File: src/rtl/mips_bus_lsu_pkg.sv
// mips_bus_lsu_pkg: shared CPU memory-op, error and LSU state types.
// Also holds small op-classification helpers used by the LSU.
package mips_bus_lsu_pkg;

  typedef enum logic [2:0] {
    OP_LB, OP_LBU, OP_LH, OP_LHU,
    OP_LW, OP_SB, OP_SH, OP_SW
  } mem_op_t;

  typedef enum logic [1:0] {
    ERR_NONE, ERR_ALIGN, ERR_TIMEOUT
  } err_t;

  typedef enum logic [1:0] {
    S_IDLE, S_BUS, S_RESP
  } lsu_state_t;

  typedef enum logic [1:0] {
    SZ_B, SZ_H, SZ_W
  } mem_size_t;

  localparam int LSU_TIMEOUT_DEFAULT = 255;

  function automatic mem_size_t op_size(mem_op_t op);
    mem_size_t sz;
    unique case (op)
      OP_LB, OP_LBU, OP_SB: sz = SZ_B;
      OP_LH, OP_LHU, OP_SH: sz = SZ_H;
      default:              sz = SZ_W;
    endcase
    return sz;
  endfunction

  function automatic logic op_is_load(mem_op_t op);
    return op inside {OP_LB, OP_LBU, OP_LH, OP_LHU, OP_LW};
  endfunction

  function automatic logic op_signed(mem_op_t op);
    return op inside {OP_LB, OP_LH};
  endfunction

  function automatic logic misaligned(mem_op_t op, logic [1:0] a);
    logic bad;
    unique case (op_size(op))
      SZ_H:    bad = a[0];
      SZ_W:    bad = |a;
      default: bad = 1'b0;
    endcase
    return bad;
  endfunction

endpackage

File: src/rtl/mips_bus_lsu_lane.sv
// mips_lsu_lane: lane select, byteenable, store replication and
// load extraction/extension for a DATA_W-wide Avalon data bus.
module mips_lsu_lane
  import mips_bus_lsu_pkg::*;
#(
  parameter  int DATA_W = 32,
  localparam int NB     = DATA_W / 8,
  localparam int OW     = $clog2(NB)
) (
  input  mem_op_t           op,
  input  logic [OW-1:0]     off,
  input  logic [31:0]       wdata,
  input  logic [DATA_W-1:0] bus_rdata,
  output logic [NB-1:0]     be,
  output logic [DATA_W-1:0] wdata_rep,
  output logic [31:0]       rdata_ext
);

  mem_size_t     sz;
  logic [NB-1:0] base;
  logic [31:0]   sh;
  logic          sgn;

  assign sz  = op_size(op);
  assign sgn = op_signed(op);
  assign be  = base << off;

  // Decode access width into lane mask, replicated data and extended load.
  always_comb begin
    base      = '0;
    wdata_rep = '0;
    rdata_ext = '0;
    sh        = 32'(bus_rdata >> {off, 3'b000});
    unique case (1'b1)
      sz == SZ_B: begin
        base      = NB'(1);
        wdata_rep = {NB{wdata[7:0]}};
        rdata_ext = {{24{sgn & sh[7]}}, sh[7:0]};
      end
      sz == SZ_H: begin
        base      = NB'(3);
        wdata_rep = {(NB/2){wdata[15:0]}};
        rdata_ext = {{16{sgn & sh[15]}}, sh[15:0]};
      end
      default: begin
        base      = NB'(15);
        wdata_rep = {(NB/4){wdata}};
        rdata_ext = sh;
      end
    endcase
  end

endmodule

File: src/rtl/mips_bus_lsu.sv
// mips_bus_lsu: CPU load/store unit driving an Avalon-MM master port.
// IDLE/BUS/RESP FSM with alignment check and waitrequest timeout.
module mips_bus_lsu
  import mips_bus_lsu_pkg::*;
#(
  parameter int DATA_W  = 32,
  parameter int ADDR_W  = 32,
  parameter int TIMEOUT = LSU_TIMEOUT_DEFAULT
) (
  input  logic                clk,
  input  logic                reset,
  input  logic                req_valid,
  output logic                req_ready,
  input  mem_op_t             req_op,
  input  logic [ADDR_W-1:0]   req_addr,
  input  logic [31:0]         req_wdata,
  output logic                resp_valid,
  output logic [31:0]         resp_rdata,
  output err_t                resp_err,
  output logic [ADDR_W-1:0]   address,
  output logic                read,
  output logic                write,
  input  logic                waitrequest,
  output logic [DATA_W-1:0]   writedata,
  output logic [DATA_W/8-1:0] byteenable,
  input  logic [DATA_W-1:0]   readdata
);

  localparam int NB = DATA_W / 8;
  localparam int OW = $clog2(NB);
  localparam logic [15:0] TO = 16'(TIMEOUT);

  lsu_state_t        state_q, state_d;
  mem_op_t           op_q, op_d;
  logic [ADDR_W-1:0] addr_q, addr_d;
  logic [31:0]       wdata_q, wdata_d;
  logic [15:0]       cnt_q, cnt_d;
  logic [31:0]       rdata_q, rdata_d;
  err_t              err_q, err_d;
  logic [NB-1:0]     lane_be;
  logic [DATA_W-1:0] lane_wd;
  logic [31:0]       lane_rd;
  logic              in_bus;
  logic              is_ld;

  mips_lsu_lane #(.DATA_W(DATA_W)) u_lane (
    .op       (op_q),
    .off      (addr_q[OW-1:0]),
    .wdata    (wdata_q),
    .bus_rdata(readdata),
    .be       (lane_be),
    .wdata_rep(lane_wd),
    .rdata_ext(lane_rd)
  );

  assign in_bus     = state_q == S_BUS;
  assign is_ld      = op_is_load(op_q);
  assign req_ready  = state_q == S_IDLE;
  assign resp_valid = state_q == S_RESP;
  assign resp_rdata = rdata_q;
  assign resp_err   = err_q;
  assign read       = in_bus & is_ld;
  assign write      = in_bus & ~is_ld;
  assign byteenable = in_bus ? lane_be : '0;
  assign writedata  = lane_wd;
  assign address    = {addr_q[ADDR_W-1:OW], {OW{1'b0}}};

  // Next-state, request latch, stall counter and response capture.
  always_comb begin
    state_d = state_q;
    op_d    = op_q;
    addr_d  = addr_q;
    wdata_d = wdata_q;
    cnt_d   = cnt_q;
    rdata_d = rdata_q;
    err_d   = err_q;
    unique case (state_q)
      S_IDLE: begin
        if (req_valid) begin
          op_d    = req_op;
          addr_d  = req_addr;
          wdata_d = req_wdata;
          cnt_d   = '0;
          if (misaligned(req_op, req_addr[1:0])) begin
            state_d = S_RESP;
            err_d   = ERR_ALIGN;
            rdata_d = '0;
          end else begin
            state_d = S_BUS;
          end
        end
      end
      S_BUS: begin
        if (!waitrequest) begin
          state_d = S_RESP;
          err_d   = ERR_NONE;
          rdata_d = is_ld ? lane_rd : '0;
        end else begin
          cnt_d = cnt_q + 16'd1;
          if (cnt_q == TO) begin
            state_d = S_RESP;
            err_d   = ERR_TIMEOUT;
            rdata_d = '0;
          end
        end
      end
      S_RESP:  state_d = S_IDLE;
      default: state_d = S_IDLE;
    endcase
  end

  // State and datapath registers with synchronous active-low reset.
  always_ff @(posedge clk) begin
    if (!reset) begin
      state_q <= S_IDLE;
      op_q    <= OP_LB;
      addr_q  <= '0;
      wdata_q <= '0;
      cnt_q   <= '0;
      rdata_q <= '0;
      err_q   <= ERR_NONE;
    end else begin
      state_q <= state_d;
      op_q    <= op_d;
      addr_q  <= addr_d;
      wdata_q <= wdata_d;
      cnt_q   <= cnt_d;
      rdata_q <= rdata_d;
      err_q   <= err_d;
    end
  end

endmodule

File: config.mk
export PLATFORM = sky130hd
export DESIGN_NAME = mips_bus_lsu
export DESIGN_NICKNAME = d
export VERILOG_FILES = /design/src/rtl/mips_bus_lsu_pkg.sv /design/src/rtl/mips_bus_lsu_lane.sv /design/src/rtl/mips_bus_lsu.sv
export SDC_FILE = /design/constraint.sdc
export NUM_CORES = 1
export LEC_CHECK = 0
export ABC_AREA = 1
export BUFFER_PORTS_ARGS = -buffer_cell sky130_fd_sc_hd__buf_4
export CAP_MARGIN = 20
export CORE_ASPECT_RATIO = 1.1
export CORE_MARGIN = 3
export CORE_UTILIZATION = 54
export CTS_CLUSTER_SIZE = 8
export DETAILED_ROUTE_END_ITERATION = 7
export PLACE_DENSITY = 0.93
export SYNTH_ARGS = -nofsm -noshare
export SYNTH_HDL_FRONTEND = slang
export SYNTH_SLANG_ARGS = --single-unit
File: constraint.sdc
create_clock -name clk -period 5.1 [get_ports clk]
set_input_delay 1.53 -clock clk [delete_from_list [all_inputs] [get_ports clk]]
set_output_delay 1.53 -clock clk [all_outputs]
set_load 0.005 [all_outputs]
* Word-level counts from Yosys, hierarchy flattened *
Index checks and enable logic that the tools add are counted.

storage, ports and cells
  flip-flop bits (word level) = 119
  output and inout port bits = 106
  input bits = 103

cells by class
  add/subtract/negate cells = 1
  reduce and logical (&&, ||, !) cells = 16
  eq/ne operators = 21
  shift operators = 2
  bitwise gates (word level) = 5
  mux-type cells = 29

operators by type and width
  operator                                               count
  case mux 32 bit (2 select lines)                       3
  two-way mux 32 bit                                     5
  two-way mux 16 bit                                     2
  case mux 16 bit (2 select lines)                       1
  >> shifter 32 x 5 -> 32 bit                            1
  two-way mux 2 bit                                      9
  adder 16 x 1 -> 16 bit (second input constant)         1
  equality test 16 x 8 -> 1 bit (second input constant)  1
  case mux 2 bit (2 select lines)                        4
  equality test 3 bit (second input constant)            5
  equality test 3 x 2 -> 1 bit (second input constant)   4
  OR reduction 3 bit                                     4
  case mux 4 bit (2 select lines)                        1
  equality test 2 x 1 -> 1 bit (second input constant)   3
  equality test 3 x 1 -> 1 bit (second input constant)   2
  zero test 3 bit                                        2
  nonzero test 5 bit                                     1
  bitwise AND 1 bit                                      4
  equality test 2 bit (second input constant)            2
  zero test 2 bit                                        2
  two-way mux 4 bit                                      1
  inequality test 2 bit (second input constant)          2
  AND reduction 2 bit                                    2
  AND reduction 4 bit                                    1
  9 further kinds                                        11

* Longest topological paths before layout *
Gate-level depths: netlist of the first run.

  word-level depth = 12
  mapped depth = 10
  mapped depth without buffers = 9

* Hierarchy *
A second synthesis of the first run with hierarchy kept.

unflattened totals
  cells, all modules = 1080
  area total of the unflattened synthesis = 6842.8 µm²

modules (own cells, without submodules)
  module         times used  area each (µm²)  cells an instance
  mips_bus_lsu   1           5403.9           784
  mips_lsu_lane  1           1438.9           296

* Worst setup path before layout of the first run *
OpenSTA, ideal clock, no wires.

  path kind = register to output
  from = register op_q[2]
  to = output writedata[24]
  cell stages (with the launch flop) = 8
  arrival = 1.155 ns
  buffers on the path = 1
  slack = 2.415 ns
  path through = dfxtp_1 > inv_1 > o21ai_2 > nand2_4 > inv_2 > buf_2 > nand2_1 > nand2_1

between the ends
  longest elaborated chain between the ends = 5
  elaborated cells between the ends (all ways) = 12
  classes of those cells = eq/ne (6); mux (2); reduce/logical (4)

RTL lines
  what                                                                    line                                              text
  start, declared                                                         mips_bus_lsu.sv:34                                mem_op_t op_q, op_d;
  start signal, assigned                                                  mips_bus_lsu.sv:124                               op_q <= op_d;
  equality test 3 x 2 -> 1 bit (tied with other cells)                    mips_bus_lsu_pkg.sv:26                            unique case (op)
  OR reduction 3 bit                                                      mips_bus_lsu_pkg.sv:26
  case mux 2 bit (2 select lines) (*)                                     mips_bus_lsu_pkg.sv:26
  equality test 2 x 1 -> 1 bit / zero test 2 bit (equally long branches)  mips_bus_lsu_lane.sv:40, mips_bus_lsu_lane.sv:35
  case mux 32 bit (2 select lines) (*)                                    mips_bus_lsu_lane.sv:34                           unique case (1'b1)
  end, declared                                                           mips_bus_lsu.sv:24                                output logic [DATA_W-1:0] writedata,

Mark *: on every way between the ends. The rest lies on a longest branch, timed or not.

* Final worst setup path of the first run *
Same ends and word-level chain as after synthesis.

==> impl_metrics.toml, run 1 <==
[status]
status = "finished clean"

[floorplan]
fp.dieW_microns = 105
die_h_microns = 115
rows = 39
core_sq_um = 10400
initial_utilization_pct = 55.5
io_pins = 209
dieArea_sq_um = 12000

[pwr]
pwr_density_cell_nw_per_um2 = 369
seqPwrFrac_pct = 36.7
p_int_mw = 2.05
p_leak_nw = 3.47
swShare_pct = 27.2
p_clk_share_pct = 44.3
power.total_mw = 2.82
irDropWorstVdd_mv = 0.263
switchingPower_mw = 0.766
p_comb_share_pct = 19.0

[clocking]
clock_path_buffers = 2
cts_tree = "yes"
cts_sinks = 119
clock_latency_ps = 410
clock-root-buffer = "clkbuf_16"
ctsResizeCount = 0
hold_buffers = 0
clkTransAtPathRegs_ps = 50
h-tree-depth = 4
cts_buffers = 17
cts_setup_buffers = 0

[drt]
ant_nets = 0
avgRoutedWirePerCell_microns = 14.8
wl_mm = 17.0
num_vias = 5973
via_per_inst = 5.22
drt_iter0_drc = 318
drc_errors = 0
firstDrtPassIters = 5

[critical_path]
worstSetupStartpointType = "flop"
cp_max_fo = 36
worst_setup_path_end_kind = "primary output"
cp.required_ps = 3570
critical_path_class = "flop to primary output"
arrival_ps = 2500
reg2reg_depth = 7

[yosys]
yosysTopAreaCell = "dfxtp_1"
synthDistinctLibCells = 32
ys_seq_area_share_pct = 41.1
yosys_warnings = 0
synth_seq_cells = 119
synth_area_sq_um = 5790
yosysTopAreaCellShare_pct = 41.1
avgSynthCellArea_sq_um = 6.84
synth_cells = 847
synthTopCellsByArea = "dfxtp_1 (41%), nand2_1 (10%), o21ai_0 (10%)"

[job]
cap_violations = 0

[global_routing]
grtUsageMet1_pct = 30.7
antenna_found_initial = 0
track_usage_pct = 27.7
grt_pass1_vias = 5529
met3_usage_pct = 8.57
grt_pass1_wl_mm = 26.6
gr-total-overflow = 0
grt_max_degree = 70
met2_usage_pct = 49.6
top_usage_layer = "met2"

[final_layout]
drive_above_1_share_pct = 25.9
fin_cells = 1144
diodes = 0
multiInputGateArea_sq_um = 2620
seqCellArea_sq_um = 2380
fin_util_pct = 73.2
fill_cells = 860
area_growth_pct = 31.9
nNetsFinal = 1093

[placement]
place_ws_ps = 1510
port_buffers = 206
placedCellCount = 1113
place_congestion = 0.910
hpwl_mm = 12.0

[hold_path]
hp-class = "flop to flop"
hold_depth = 1

[timing]
period_needed_ps = 4030
finClkSkew_ps = 6.98
hold_viol = 0
setup_slack_ps = 1070
tns_ps = 0
final-setup-viol-count = 0
slew-limit-headroom_pct = 27.9
final_max_slew_viol_count = 0
worst_pin_slew_ps = 1080
fmax_mhz = 248
fin_crit_sh_pct = 79.1
rsz0062_at_grt = "no"
## Yosys cell counts
master	number
nor3_4	1
a211oi_1	1
a21oi_1	70
nand2_4	1
o211ai_1	7
nor3_1	3
nor2_2	3
a31oi_1	1
ha_1	1
o22ai_1	7
o31ai_1	7
o21ai_0	118
nand3_2	3
nand4_2	1
and2_1	1
buf_6	4
dfxtp_1	119
a21oi_4	1
buf_2	13
o21ai_1	6
nand4_1	4
inv_2	4
buf_4	42
o21ai_2	1
nand2_1	158
nor2_1	131
nand2_2	3
clkbuf_1	30
nand3_1	38
conb_1	1
inv_1	66
a21o_1	1
## worst max-delay path: stages (launching register included)
cell     delay [ps]
dfxtp_1         400
inv_1           100
o21ai_2         470
nand2_4         240
inv_2           520
nand2_1         130
nand2_1         110
buf_4           110
## through the flow
stage               hold WS, ps  cell area, sq um
global route                480              7640
detailed placement          453              7020
global placement            444              7020
floorplan                   422              5800
finish                      457              7640
CTS                         463              7640
## state kept, by name, summed over array words and instances (netlist names)
register    cells
addr_q         32
cnt_q          16
op_q            3
resp_err        2
resp_rdata     32
state_q         2
wdata_q        32
## cell families (layout without fill, tap and decap cells)
family                   count (synthesis)  after routing  synth area share (%)
AND/OR/NAND/NOR                        347            347                  24.7
AO/OA/AOI/OAI                          220            220                  20.1
buffers and inverters                  159            312                  13.8
flip-flops                             119            119                  41.1
adder cells (fa/ha/maj)                  1              1                 0.216
other                                    1              2                0.0647
## layer usage
metal | part of all wire [%] | up-vias
met3 | 9.0 | 29
met4 | 2.4 | 0
met1 | 37 | 2683
met2 | 51 | 268
li1 | - | 2993
met5 | 0 | -
## final timing paths
path	end	slack, ps	start
max	writedata[24]	1070	op_q[2]$_SDFFE_PN0P_
min	cnt_q[7]$_SDFFE_PN0P_	460	cnt_q[7]$_SDFFE_PN0P_
max reg2reg	resp_rdata[20]$_SDFFE_PN0P_	2800	op_q[2]$_SDFFE_PN0P_
min reg2reg	cnt_q[7]$_SDFFE_PN0P_	460	cnt_q[7]$_SDFFE_PN0P_
## power by group through the flow
stage | combinational [mW] | sequential (mW) | clock, mW
after global placement | 0.520 | 1.05 | 0
after floorplan | 0.344 | 1.04 | 0
after CTS | 0.535 | 1.03 | 1.26
after global routing | 0.598 | 1.04 | 1.31
after detailed placement | 0.530 | 1.05 | 0
final | 0.537 | 1.03 | 1.25
## cell usage in the layout, fill, tap and decap left out, types with 2 or more instances in the layout
cell type   count
a21oi_1        70
o21ai_1         6
inv_1          66
clkinvlp_4      7
nor3_1          3
bufinv_16       4
o211ai_1        7
nand2_2         3
clkbuf_16      17
inv_2           4
nor2_1        131
dfxtp_1       119
nor2_2          3
conb_1          2
nand3_1        38
o21ai_0       118
nand4_1         4
nand3_2         3
o22ai_1         7
nand2_1       158
buf_4         211
o31ai_1         7
## layout make-up
| class | count | area share, % |
|---|---|---|
| Inverter | 70 | 3.44 |
| Clock buffer | 19 | 5.79 |
| Tap cell | 143 | 2.34 |
| Multi-Input combinational cell | 570 | 34.2 |
| Clock inverter | 12 | 2.32 |
| Timing Repair Buffer | 211 | 20.7 |
| Sequential cell | 119 | 31.2 |
Note: power is estimated with default switching activity, not from simulation.
==> inputs of run 2 (changes only) <==
- ABC_AREA: 1 -> 0
- CORE_UTILIZATION: 54 -> 50
- PLACE_DENSITY: 0.93 -> 0.87
- clock period: 5.1 -> 4.1 ns (I/O delays scaled with it)
==> run 2 against run 1 <==
Effect of this change:
- sequential share of layout area shrank 0.77 points
- register-to-register slack lost 1100 ps
- non-clock buffer count grew 10
- die area grew 8.7%
- routed wire length shrank 0.32%
- total power grew 20%
- sequential power grew 23%
==> impl_metrics.toml, run 2 <==
[yosys]
avgSynthCellArea_sq_um = 8.69
synth_flop_cell = "dfxtp_1"
post-synth-top-count-cell = "nand2_1"
async_flop_share_pct = 0
yosys_warnings = 0
synth_area_sq_um = 5860
synth_cells = 674
yosysTopAreaCell = "dfxtp_1"
synth_edf_count = 0
synth_common_cells = "nand2_1 (164), dfxtp_1 (119), a21boi_0 (67)"
ys_seq_area_share_pct = 40.7
yosysTopAreaCellShare_pct = 40.7
synthTopCellsByArea = "dfxtp_1 (41%), nand2_1 (11%), a21boi_0 (8.6%)"
synth_seq_cells = 119
synthDistinctLibCells = 51

[floorplan]
io_pins = 209
dieArea_sq_um = 13000
die_h_microns = 120
initial_utilization_pct = 52.5
core_sq_um = 11200
rows = 40
fp.dieW_microns = 109

[clocking]
clkTransAtPathRegs_ps = 50
clock-root-buffer = "clkbuf_16"
cts_sinks = 119
hold_buffers = 0
cts_buffers = 17
ctsResizeCount = 0
h-tree-depth = 4
cts_setup_buffers = 0
cts_tree = "yes"
clock_latency_ps = 410
clock_path_buffers = 2

[timing]
worst_pin_slew_ps = 808
rsz0062_at_grt = "no"
holdWs_ps = 466
slew-limit-headroom_pct = 45.8
finClkSkew_ps = 8.18
period_needed_ps = 3420
tns_ps = 0
hold_viol = 0
fin_crit_sh_pct = 83.3
final_max_slew_viol_count = 0
fmax_mhz = 293
final-setup-viol-count = 0

[critical_path]
critPathBufInv = 4
arrival_ps = 2190
crit_family = "buffers and inverters"
worstSetupStartpointType = "flop"
critical_path_class = "flop to primary output"
slowest_delay_ps = 360
cp_max_fo = 18
worst_path_most_repeated_cell = "buf_4"
cpMaxStageDelayCell = "mux2_2"
cp.required_ps = 2870
crit_path_cell_trace = "buf_4, nor2b_1, buf_4, nor3b_2, buf_4, mux2_2, buf_4"
worst_setup_path_end_kind = "primary output"

[drt]
firstDrtPassIters = 5
ant_nets = 0
avgRoutedWirePerCell_microns = 17.2
wl_mm = 16.9
via_per_inst = 5.56
drt_iter0_drc = 326
drc_errors = 0
num_vias = 5476

[final_layout]
layout_commonest_cell = "buf_4"
area_growth_pct = 33.8
design_area_sq_um = 7840
final_cell_mix = "buf_4 (220), nand2_1 (163), dfxtp_1 (119), a21boi_0 (67), nor2_1 (27)"
fin_util_pct = 70.2
diodes = 0
drive_above_1_share_pct = 34.2
nNetsFinal = 931

[global_routing]
antenna_found_initial = 0
grt_pass1_wl_mm = 26.6
grt_max_degree = 45
grt_pass1_vias = 5476
gr-total-overflow = 0
track_usage_pct = 25.9

[pwr]
irDropWorstVdd_mv = 0.252
p_leak_nw = 3.30
pwr_density_cell_nw_per_um2 = 432
power.total_mw = 3.38

[status]
status = "finished clean"

[job]
cap_violations = 0

[hold_path]
hp-class = "flop to flop"

[placement]
hpwl_mm = 12.4
port_buffers = 206
place_congestion = 0.847
placed_cell_area_sq_um = 7200
[run 2: routing by layer]
layer | wire (microns) | global-route usage (%) | part of all wire [%] | vias up
met5 | 0 | 0 | 0 | -
met4 | 450 | 10.8 | 2.7 | 0
met3 | 1420 | 7.42 | 8.4 | 38
met2 | 8650 | 45.4 | 51 | 260
met1 | 6410 | 29.1 | 38 | 2573
li1 | - | - | - | 2605
[run 2: worst paths after layout]
check / startpoint / end / slack (ps) / cells past startpoint
worst min-delay path: addr_q[29]$_SDFFE_PN0P_ / addr_q[29]$_SDFFE_PN0P_ / 470 / 2
worst min register to register: addr_q[29]$_SDFFE_PN0P_ / addr_q[29]$_SDFFE_PN0P_ / 470 / 2
worst max register to register: cnt_q[0]$_SDFFE_PN0P_ / resp_rdata[17]$_SDFFE_PN0P_ / 1720 / 7
worst max-delay path: op_q[1]$_SDFFE_PN0P_ / writedata[22] / 680 / 7
[run 2: kinds of logic after synthesis]
family                   count (synthesis)  synth area share, %
AO/OA/AOI/OAI                          157                 20.3
XOR/XNOR                                11                 1.64
adder cells (fa/ha/maj)                  1                0.214
buffers and inverters                   92                 9.23
flip-flops                             119                 40.7
multiplexers                            52                 9.53
other                                    1               0.0640
AND/OR/NAND/NOR                        241                 18.4
[run 2: report_power, final]
group	switching (mW)	internal [mW]	leakage [nW]
sequential	0.0515	1.22	0.971
combinational	0.261	0.264	2.02
clock	0.498	1.09	0.311
[run 2: worst register-to-register path, delay by kind of cell, from the launching register on]
family	cells	cell delay, ps
adders and majority gates	1	230
AOI/OAI and AO/OA	2	870
buffers and inverters	1	270
and+or+nand+nor	3	480
DFF	1	400
[run 2: per-stage QoR]
stage / setup WS (ps) / instances
6_report: 683 / 985
5_1_grt: 575 / 985
4_1_cts: 679 / 985
3_5_place_dp: 986 / 955
3_3_place_gp: 909 / 954
2_1_floorplan: 1260 / 675
[run 2: final cells by class]
cell class / count / area [sq um]
clock buffer: 23 / 498
clock inverter: 7 / 141
fill: 835 / 3320
inverter: 4 / 15.0
multi-input combinational: 464 / 2950
sequential: 119 / 2380
tap: 147 / 184
timing repair buffer: 221 / 1670
